`config.mk`:
```
export PLATFORM = sky130hd
export DESIGN_NAME = pwm_cfg_sequencer
export DESIGN_NICKNAME = d
export VERILOG_FILES = /design/src/rtl/pwm_cfg_pkg.sv /design/src/rtl/pwm_duty_ramp.sv /design/src/rtl/pwm_cfg_sequencer.sv
export SDC_FILE = /design/constraint.sdc
export NUM_CORES = 1
export LEC_CHECK = 0
export CORE_MARGIN = 4
export CORE_UTILIZATION = 40
export CTS_CLUSTER_DIAMETER = 100
export DETAILED_ROUTE_END_ITERATION = 8
export GPL_TIMING_DRIVEN = 0
export MAX_ROUTING_LAYER = met4
export SLEW_MARGIN = 20
export SYNTH_ARGS = -nofsm -noshare
export SYNTH_HDL_FRONTEND = slang
export SYNTH_HIERARCHICAL = 1
export SYNTH_SLANG_ARGS = --single-unit
```
`constraint.sdc`:
```
create_clock -name clk -period 2 [get_ports clk]
set_input_delay 0.4 -clock clk [delete_from_list [all_inputs] [get_ports clk]]
set_output_delay 0.4 -clock clk [all_outputs]
set_load 0.005 [all_outputs]
```
`src/rtl/pwm_cfg_pkg.sv`:
```
// Shared constants for the PWM configuration sequencer: register map, FSM states, ramp step reset value.
package pwm_cfg_pkg;

    localparam int unsigned ADDR_EN_OUT_LO = 0;
    localparam int unsigned ADDR_EN_OUT_HI = 1;
    localparam int unsigned ADDR_EN_PWM_LO = 2;
    localparam int unsigned ADDR_EN_PWM_HI = 3;
    localparam int unsigned ADDR_DUTY      = 4;
    localparam int unsigned ADDR_RAMP_STEP = 5;

    localparam logic [7:0] RAMP_STEP_RST = 8'h01;

    typedef enum logic [1:0] {
        IDLE    = 2'd0,
        PENDING = 2'd1,
        COMMIT  = 2'd2,
        RAMP    = 2'd3
    } cfg_state_t;

endpackage

```
`src/rtl/pwm_duty_ramp.sv`:
```
// Duty ramp: holds target/step and computes the saturating one-step move toward the target.
// Combinational next value; target loads on load, step on step_wr; no backpressure.
module pwm_duty_ramp
    import pwm_cfg_pkg::*;
#(
    parameter int DATA_W = 8
) (
    input  logic              clk,
    input  logic              rst_n,
    input  logic              load,
    input  logic [DATA_W-1:0] target_in,
    input  logic              step_wr,
    input  logic [DATA_W-1:0] step_in,
    input  logic [DATA_W-1:0] cur_duty,
    output logic [DATA_W-1:0] next_duty,
    output logic              at_target,
    output logic              step_zero
);

    logic [DATA_W-1:0] target_q;
    logic [DATA_W-1:0] step_q;

    always_ff @(posedge clk) begin
        if (!rst_n) begin
            target_q <= '0;
            step_q   <= DATA_W'(RAMP_STEP_RST);
        end else begin
            if (load)
                target_q <= target_in;
            if (step_wr)
                step_q <= step_in;
        end
    end

    // Distance is compared before adding/subtracting so the result never wraps past the target.
    always_comb begin
        next_duty = target_q;
        if (step_q != '0) begin
            if (cur_duty < target_q) begin
                if ((target_q - cur_duty) > step_q)
                    next_duty = cur_duty + step_q;
            end else if ((cur_duty - target_q) > step_q) begin
                next_duty = cur_duty - step_q;
            end
        end
    end

    assign at_target = (next_duty == target_q);
    assign step_zero = (step_q == '0);

endmodule

```
`src/rtl/pwm_cfg_sequencer.sv`:
```
// Shadow/active PWM config bank committed on period_start (active changes one edge later); optional duty ramp under PWM_CFG_RAMP_EN.
// Writes accepted every cycle except the single COMMIT cycle (wr_ready low); bad addresses are consumed and flagged on addr_err.
module pwm_cfg_sequencer
    import pwm_cfg_pkg::*;
#(
    parameter int ADDR_W   = 7,
    parameter int DATA_W   = 8,
    parameter int MAX_ADDR = 4
) (
    input  logic              clk,
    input  logic              rst_n,
    input  logic              wr_valid,
    output logic              wr_ready,
    input  logic [ADDR_W-1:0] wr_addr,
    input  logic [DATA_W-1:0] wr_data,
    input  logic              period_start,
    output logic [DATA_W-1:0] en_reg_out_7_0,
    output logic [DATA_W-1:0] en_reg_out_15_8,
    output logic [DATA_W-1:0] en_reg_pwm_7_0,
    output logic [DATA_W-1:0] en_reg_pwm_15_8,
    output logic [DATA_W-1:0] pwm_duty_cycle,
    output logic              update_pending,
    output logic              addr_err
);

`ifdef PWM_CFG_RAMP_EN
    localparam int LAST_ADDR_I = MAX_ADDR + 1;
`else
    localparam int LAST_ADDR_I = MAX_ADDR;
`endif
    localparam logic [ADDR_W-1:0] LAST_ADDR = ADDR_W'(LAST_ADDR_I);

    cfg_state_t state;

    logic [DATA_W-1:0] sh_out_lo, sh_out_hi, sh_pwm_lo, sh_pwm_hi, sh_duty;

    logic accept;
    logic addr_ok;
    logic cfg_wr;

    assign wr_ready       = (state != COMMIT);
    assign update_pending = (state != IDLE);
    assign accept         = wr_valid && wr_ready;
    assign addr_ok        = (wr_addr <= LAST_ADDR);
    // The ramp step register is not part of the shadow bank and takes effect immediately.
    assign cfg_wr         = accept && addr_ok && (wr_addr != ADDR_W'(ADDR_RAMP_STEP));

    always_ff @(posedge clk) begin
        if (!rst_n) begin
            sh_out_lo <= '0;
            sh_out_hi <= '0;
            sh_pwm_lo <= '0;
            sh_pwm_hi <= '0;
            sh_duty   <= '0;
        end else if (cfg_wr) begin
            case (wr_addr)
                ADDR_W'(ADDR_EN_OUT_LO): sh_out_lo <= wr_data;
                ADDR_W'(ADDR_EN_OUT_HI): sh_out_hi <= wr_data;
                ADDR_W'(ADDR_EN_PWM_LO): sh_pwm_lo <= wr_data;
                ADDR_W'(ADDR_EN_PWM_HI): sh_pwm_hi <= wr_data;
                ADDR_W'(ADDR_DUTY):      sh_duty   <= wr_data;
                default: ;
            endcase
        end
    end

`ifdef PWM_CFG_RAMP_EN
    logic              dirty;
    logic              step_wr;
    logic [DATA_W-1:0] ramp_next;
    logic              ramp_done;
    logic              step_zero;

    assign step_wr = accept && (wr_addr == ADDR_W'(ADDR_RAMP_STEP));

    pwm_duty_ramp #(
        .DATA_W (DATA_W)
    ) u_ramp (
        .clk       (clk),
        .rst_n     (rst_n),
        .load      (state == COMMIT),
        .target_in (sh_duty),
        .step_wr   (step_wr),
        .step_in   (wr_data),
        .cur_duty  (pwm_duty_cycle),
        .next_duty (ramp_next),
        .at_target (ramp_done),
        .step_zero (step_zero)
    );
`endif

    always_ff @(posedge clk) begin
        if (!rst_n) begin
            state           <= IDLE;
            addr_err        <= 1'b0;
            en_reg_out_7_0  <= '0;
            en_reg_out_15_8 <= '0;
            en_reg_pwm_7_0  <= '0;
            en_reg_pwm_15_8 <= '0;
            pwm_duty_cycle  <= '0;
`ifdef PWM_CFG_RAMP_EN
            dirty           <= 1'b0;
`endif
        end else begin
            addr_err <= accept && !addr_ok;
            case (state)
                IDLE: begin
                    if (cfg_wr)
                        state <= PENDING;
                end
                PENDING: begin
                    if (period_start)
                        state <= COMMIT;
                end
                COMMIT: begin
                    en_reg_out_7_0  <= sh_out_lo;
                    en_reg_out_15_8 <= sh_out_hi;
                    en_reg_pwm_7_0  <= sh_pwm_lo;
                    en_reg_pwm_15_8 <= sh_pwm_hi;
`ifdef PWM_CFG_RAMP_EN
                    dirty <= 1'b0;
                    if (step_zero || (pwm_duty_cycle == sh_duty)) begin
                        pwm_duty_cycle <= sh_duty;
                        state          <= IDLE;
                    end else begin
                        state <= RAMP;
                    end
`else
                    pwm_duty_cycle <= sh_duty;
                    state          <= IDLE;
`endif
                end
                RAMP: begin
`ifdef PWM_CFG_RAMP_EN
                    if (cfg_wr)
                        dirty <= 1'b1;
                    if (period_start) begin
                        pwm_duty_cycle <= ramp_next;
                        // Shadow edits made while ramping need their own commit.
                        if (ramp_done)
                            state <= (dirty || cfg_wr) ? PENDING : IDLE;
                    end
`else
                    state <= IDLE;
`endif
                end
                default: state <= IDLE;
            endcase
        end
    end

endmodule

```
Word level (Yosys, flattened, before mapping)

Cells that the tools add are included.
W data, S select, Z words.

Reductions and logical operators: 15
Order comparisons: 1
Multiplexer cells: 3
Equal/unequal tests: 11

Operators with widths:

| operator             | number |
|---|---|
| $eq A7 B2 Y1 const B | 2 |
| $reduce_and A2 Y1    | 6 |
| $eq A7 B1 Y1 const B | 1 |
| $eq A7 B3 Y1 const B | 1 |
| $le A7 B3 Y1 const B | 1 |
| $logic_not A7 Y1     | 1 |
| $ne A7 B3 Y1 const B | 1 |
| $ne A2 B2 Y1 const B | 3 |
| $pmux W2 S3          | 1 |
| $eq A2 B2 Y1 const B | 2 |
| $logic_and A1 B1 Y1  | 4 |
| $mux W2              | 2 |
| $eq A2 B1 Y1 const B | 1 |
| $logic_not A2 Y1     | 1 |
| $reduce_bool A2 Y1   | 1 |
| $reduce_or A2 Y1     | 1 |
| $logic_not A1 Y1     | 1 |

Output and inout port bits: 43
Word-level logic and storage cells: 42
Register bits: 83
Input bits: 19

Longest topological paths before layout

Depth after elaboration: 6
Mapped depth: 7
Depth with buffers taken out: 4

Least setup slack after synthesis

Ideal clock, no wire load.

Path kind: input port to flip-flop
Start: input wr_addr[3]
End: register sh_duty[0]
Cell stages on the path: 3
Data arrival time: 1.500 ns
Path buffers: 0
Required time: 1.877 ns
Setup time: 0.123 ns
Slack: 0.377 ns
Cells stage by stage: nor4_4 nand4_4 mux2i_1

Longest elaborated chain between the ends: 4
Elaborated cells on any way between the ends: 6
Those cells by class: order compare (1); eq/ne (2); reduce/logical (3)

Ends and longest elaborated chain:

| element                           | RTL line                | source |
|---|---|---|
| start, declared                   | pwm_cfg_sequencer.sv:14 | `input logic [ADDR_W-1:0] wr_addr,` |
| $le A7 B3 Y1                      | pwm_cfg_sequencer.sv:44 | `assign addr_ok = (wr_addr <= LAST_ADDR);` |
| $logic_and A1 B1 Y1 (2 in series) | pwm_cfg_sequencer.sv:46 | `assign cfg_wr = accept && addr_ok && (wr_addr != ADDR_W'(ADDR_RAMP_STEP));` |
| $reduce_and A2 Y1 (no line) (*)   | -                       |  |
| end signal, assigned              | pwm_cfg_sequencer.sv:61 | `ADDR_W'(ADDR_DUTY): sh_duty <= wr_data;` |
| end, declared                     | pwm_cfg_sequencer.sv:35 | `logic [DATA_W-1:0] sh_out_lo, sh_out_hi, sh_pwm_lo, sh_pwm_hi, sh_duty;` |

Mark *: on every way between the ends. The rest lies on a longest branch, timed or not.
A chain may end at the register's enable or synchronous reset.

Final worst setup path

Start: register state[1]
End: output wr_ready

Longest elaborated chain between the ends: 1

Ends and longest elaborated chain:

| element                | RTL line                 | source |
|---|---|---|
| start, declared        | pwm_cfg_sequencer.sv:33  | `cfg_state_t state;` |
| start signal, assigned | pwm_cfg_sequencer.sv:94  | `state <= IDLE;` |
| start signal, assigned | pwm_cfg_sequencer.sv:109 | `state <= PENDING;` |
| start signal, assigned | pwm_cfg_sequencer.sv:113 | `state <= COMMIT;` |
| $ne A2 B2 Y1           | pwm_cfg_sequencer.sv:41  | `assign wr_ready = (state != COMMIT);` |
| end, declared          | pwm_cfg_sequencer.sv:13  | `output logic wr_ready,` |

No other way between the ends.

==> results by group <==
Status
  • Outcome: completed

Synthesis
  • Top FF cell, synth: dfxtp_1
  • Top cells by count, synth: nand2_1 (128), dfxtp_1 (83), a21boi_0 (40), mux2i_1 (40), clkbuf_1 (15)
  • Largest family of logic cells by synthesized area: simple AND/OR/NAND/NOR gates
  • Post-synthesis sequential area ratio: a little over half
  • Synth Area in XOR/XNOR: 0%
  • Top-area cell type share of the netlist area: between 50% and 60%
  • Distinct cells, synth: 20
  • Ys async rst share: 0%
  • Syn_area_per_cell: 9.48 um^2
  • EDFF count, synth: 0
  • Mux contribution to synthesized area: approximately an eighth
  • Dominant cell type by area after synthesis: dfxtp_1
  • YS warnings: 6
  • Post-Synth Simple-Gate Area: 21.8%
  • Mapped Nets: approximately 350
  • Top post-synthesis cells by area: dfxtp_1 (52%), nand2_1 (15%), mux2i_1 (13%)
  • Synth Register Bits: between 80 and 90
  • Compound-cell area share of the yosys netlist: 10.1%
  • Synth Area in Adders: 0%
  • Most common cell in the synthesized netlist: nand2_1
  • Gate Count Post-Synth: between 300 and 400
  • Synthesized area: about 3200 um^2

STA
  • Hold Vio Cnt, Final: 0
  • Fin crit share: 96.7%
  • Relative max-transition margin: between 60% and 70%
  • Worst slew pin tran: between 0.5 and 0.6 ns
  • Clock skew: 0.00881 ns
  • Setup tns final: 0 ns
  • Crit path time final: roughly 1.9 ns
  • Hold_ws: around 0.43 ns
  • Final setup fails: 0
  • Peak Freq: roughly 0.52 GHz
  • Max-slew violation count: 0
  • Worst setup margin: 0.0654 ns
  • RSZ-0062 raised after global routing: false

Final layout
  • P&R area growth vs syn: 31.4%
  • Register area: 1660 um^2
  • Post-Layout Inst Area: between 4000 and 5000 um^2
  • Final nets: approximately 430
  • Fill cells: between 700 and 800
  • Area of the multi-input gates: 1410 um^2
  • Ratio of cells with drive above 1 in the final layout: 8.25%
  • Ant. Diodes: 0
  • Final Util: between 50% and 60%

Global routing
  • Remaining global-route overflow: 0
  • Pin count of the biggest net entering global routing: 14
  • First-pass GRT wire length: 12400 um
  • Initial antenna violation count: 0
  • GRT Util Overall: 17.2%
  • Vias in the first global route: 2447

Placed design
  • Dpl hpwl: 5190 um
  • IO Port Bufs: 59
  • Placement Setup Slack: -0.410 ns
  • DP Area: ~3900 um^2
  • Final RePlAce weighted congestion: between 0.7 and 0.8

CTS
  • CTS tree: done
  • Worst-path clk slew: 0.08 ns
  • CTS buffer count: 9
  • Root Driver: clkbuf_8
  • Worst-Skew Late Latency: between 0.3 and 0.4 ns
  • H-tree depth: 3
  • Hold_buf cts: 0
  • CTS Buffer Depth: 2
  • Clock sink count: 83

Die
  • Row Count: 32
  • Starting density of the core: 41.0%
  • Core ar.: between 7000 and 8000 um^2
  • Die Wd: 97.0 um
  • DIE AREA: between 9000 and 10000 um^2
  • Die height: ~97 um
  • # IOs: 62

Drt
  • Iter 0 DRT Violations: 83
  • DR WL/cell: approximately 15 um
  • Vias/cell: 4.79
  • DRT Pass-1 Iters: 6
  • Routed WL: ~7500 um
  • Post-DRT Antenna Nets: 0
  • DRC Markers: 0
  • Via count: 2463

Power and ir drop
  • Pwr dens: about 740 nW/um^2
  • Lkg Pwr: between 1.5 and 2 nW
  • VDD IR max: about 0.00033 V

Critical path
  • Startpoint Class: flip-flop
  • Critical path class: flip-flop to output port
  • Critical path peak fanout: 10
  • Critical Path AT: about 1.5 ns
  • Critical path required time: 1.60 ns
  • Setup crit end kind: output port

Worst hold path
  • Worst min-delay path class: input pin to flip-flop

Job
  • Max cap viols: 0
-- critical path, stage by stage, from the launching register on --
cell           delay [ns]
dfxtp_2              0.35
nor2b_1              0.13
buf_4                0.15
inv_2                0.05
buf_12               0.12
buf_8                0.13
dlygate4sd2_1        0.26
-- placed cells by master (no fill, tap or decap) --
cell type,instances
a21boi_0,40
a21oi_1,1
a41oi_1,1
and4b_1,1
and4bb_2,1
buf_12,2
buf_2,4
buf_4,3
buf_8,1
bufinv_16,1
clkbuf_1,15
clkbuf_8,12
clkdlybuf4s50_1,58
clkinvlp_4,2
dfxtp_1,82
dfxtp_2,1
dlygate4sd2_1,1
inv_1,1
inv_2,1
mux2i_1,40
nand2_1,128
nand3_1,1
nand4_4,5
nor2_1,1
nor2b_1,2
nor3b_1,1
nor4_1,1
nor4_4,1
nor4b_1,3
o21ai_0,1
-- per-stage QoR --
stage,power [W],instances
global placement,0.00183,495
finish,0.00307,514
detailed placement,0.00183,495
CTS,0.00309,513
floorplan,0.00175,334
global route,0.00317,514
-- sequential cells by signal, summed over array words and instances (netlist names) --
name,cells
sh_pwm_lo,8
en_reg_pwm_7_0,8
pwm_duty_cycle,8
sh_out_lo,8
en_reg_pwm_15_8,8
en_reg_out_7_0,8
addr_err,1
sh_pwm_hi,8
state,2
sh_out_hi,8
en_reg_out_15_8,8
sh_duty,8
-- logic make-up after synthesis --
logic type / after synthesis
mux: 40
simple gates: 145
compound gates: 43
flops: 83
buf+inv: 23
-- power by group --
group / switching [W] / internal [W]
sequential: 0.00000107 / 0.00165
clock: 0.000597 / 0.000680
combinational: 0.0000793 / 0.0000570
total: 0.000678 / 0.00239
-- per-layer routing --
layer | vias up | GRT usage [%] | part of all wire, %
met5 | - | - | 0
met4 | 0 | 7.67 | 2.4
met3 | 12 | 3.82 | 4.3
met2 | 54 | 26.2 | 45
met1 | 1147 | 21.9 | 48
li1 | 1250 | - | -
-- final cells by class --
type / instances / share of cell area, %
sequential: 83 / 39.9
multi-input combinational: 228 / 33.9
timing repair buffer: 62 / 15.0
clock buffer: 13 / 4.06
tap: 102 / 3.07
buffer: 21 / 2.77
clock inverter: 3 / 1.08
inverter: 2 / 0.180
-- final timing paths --
check	startpoint	endpoint	slack, ns	cells past startpoint
setup / recovery	state[1]$_SDFFE_PN0P_	wr_ready	0.07	6
hold / removal	wr_valid	addr_err$_SDFF_PN0_	0.43	3
setup reg to reg	state[1]$_SDFFE_PN0P_	en_reg_out_7_0[3]$_SDFFE_PN0P_	0.40	8
hold reg to reg	state[1]$_SDFFE_PN0P_	state[0]$_SDFFE_PN0P_	0.45	1
-- what timing repair did --
action | 4_1_cts | 5_1_grt
pin swaps | 1 | 1
buffers inserted | 2 | 1
setup endpoints to repair | 40 | 41
resized for setup | 12 | 1
(Power assumes the default switching activity.)
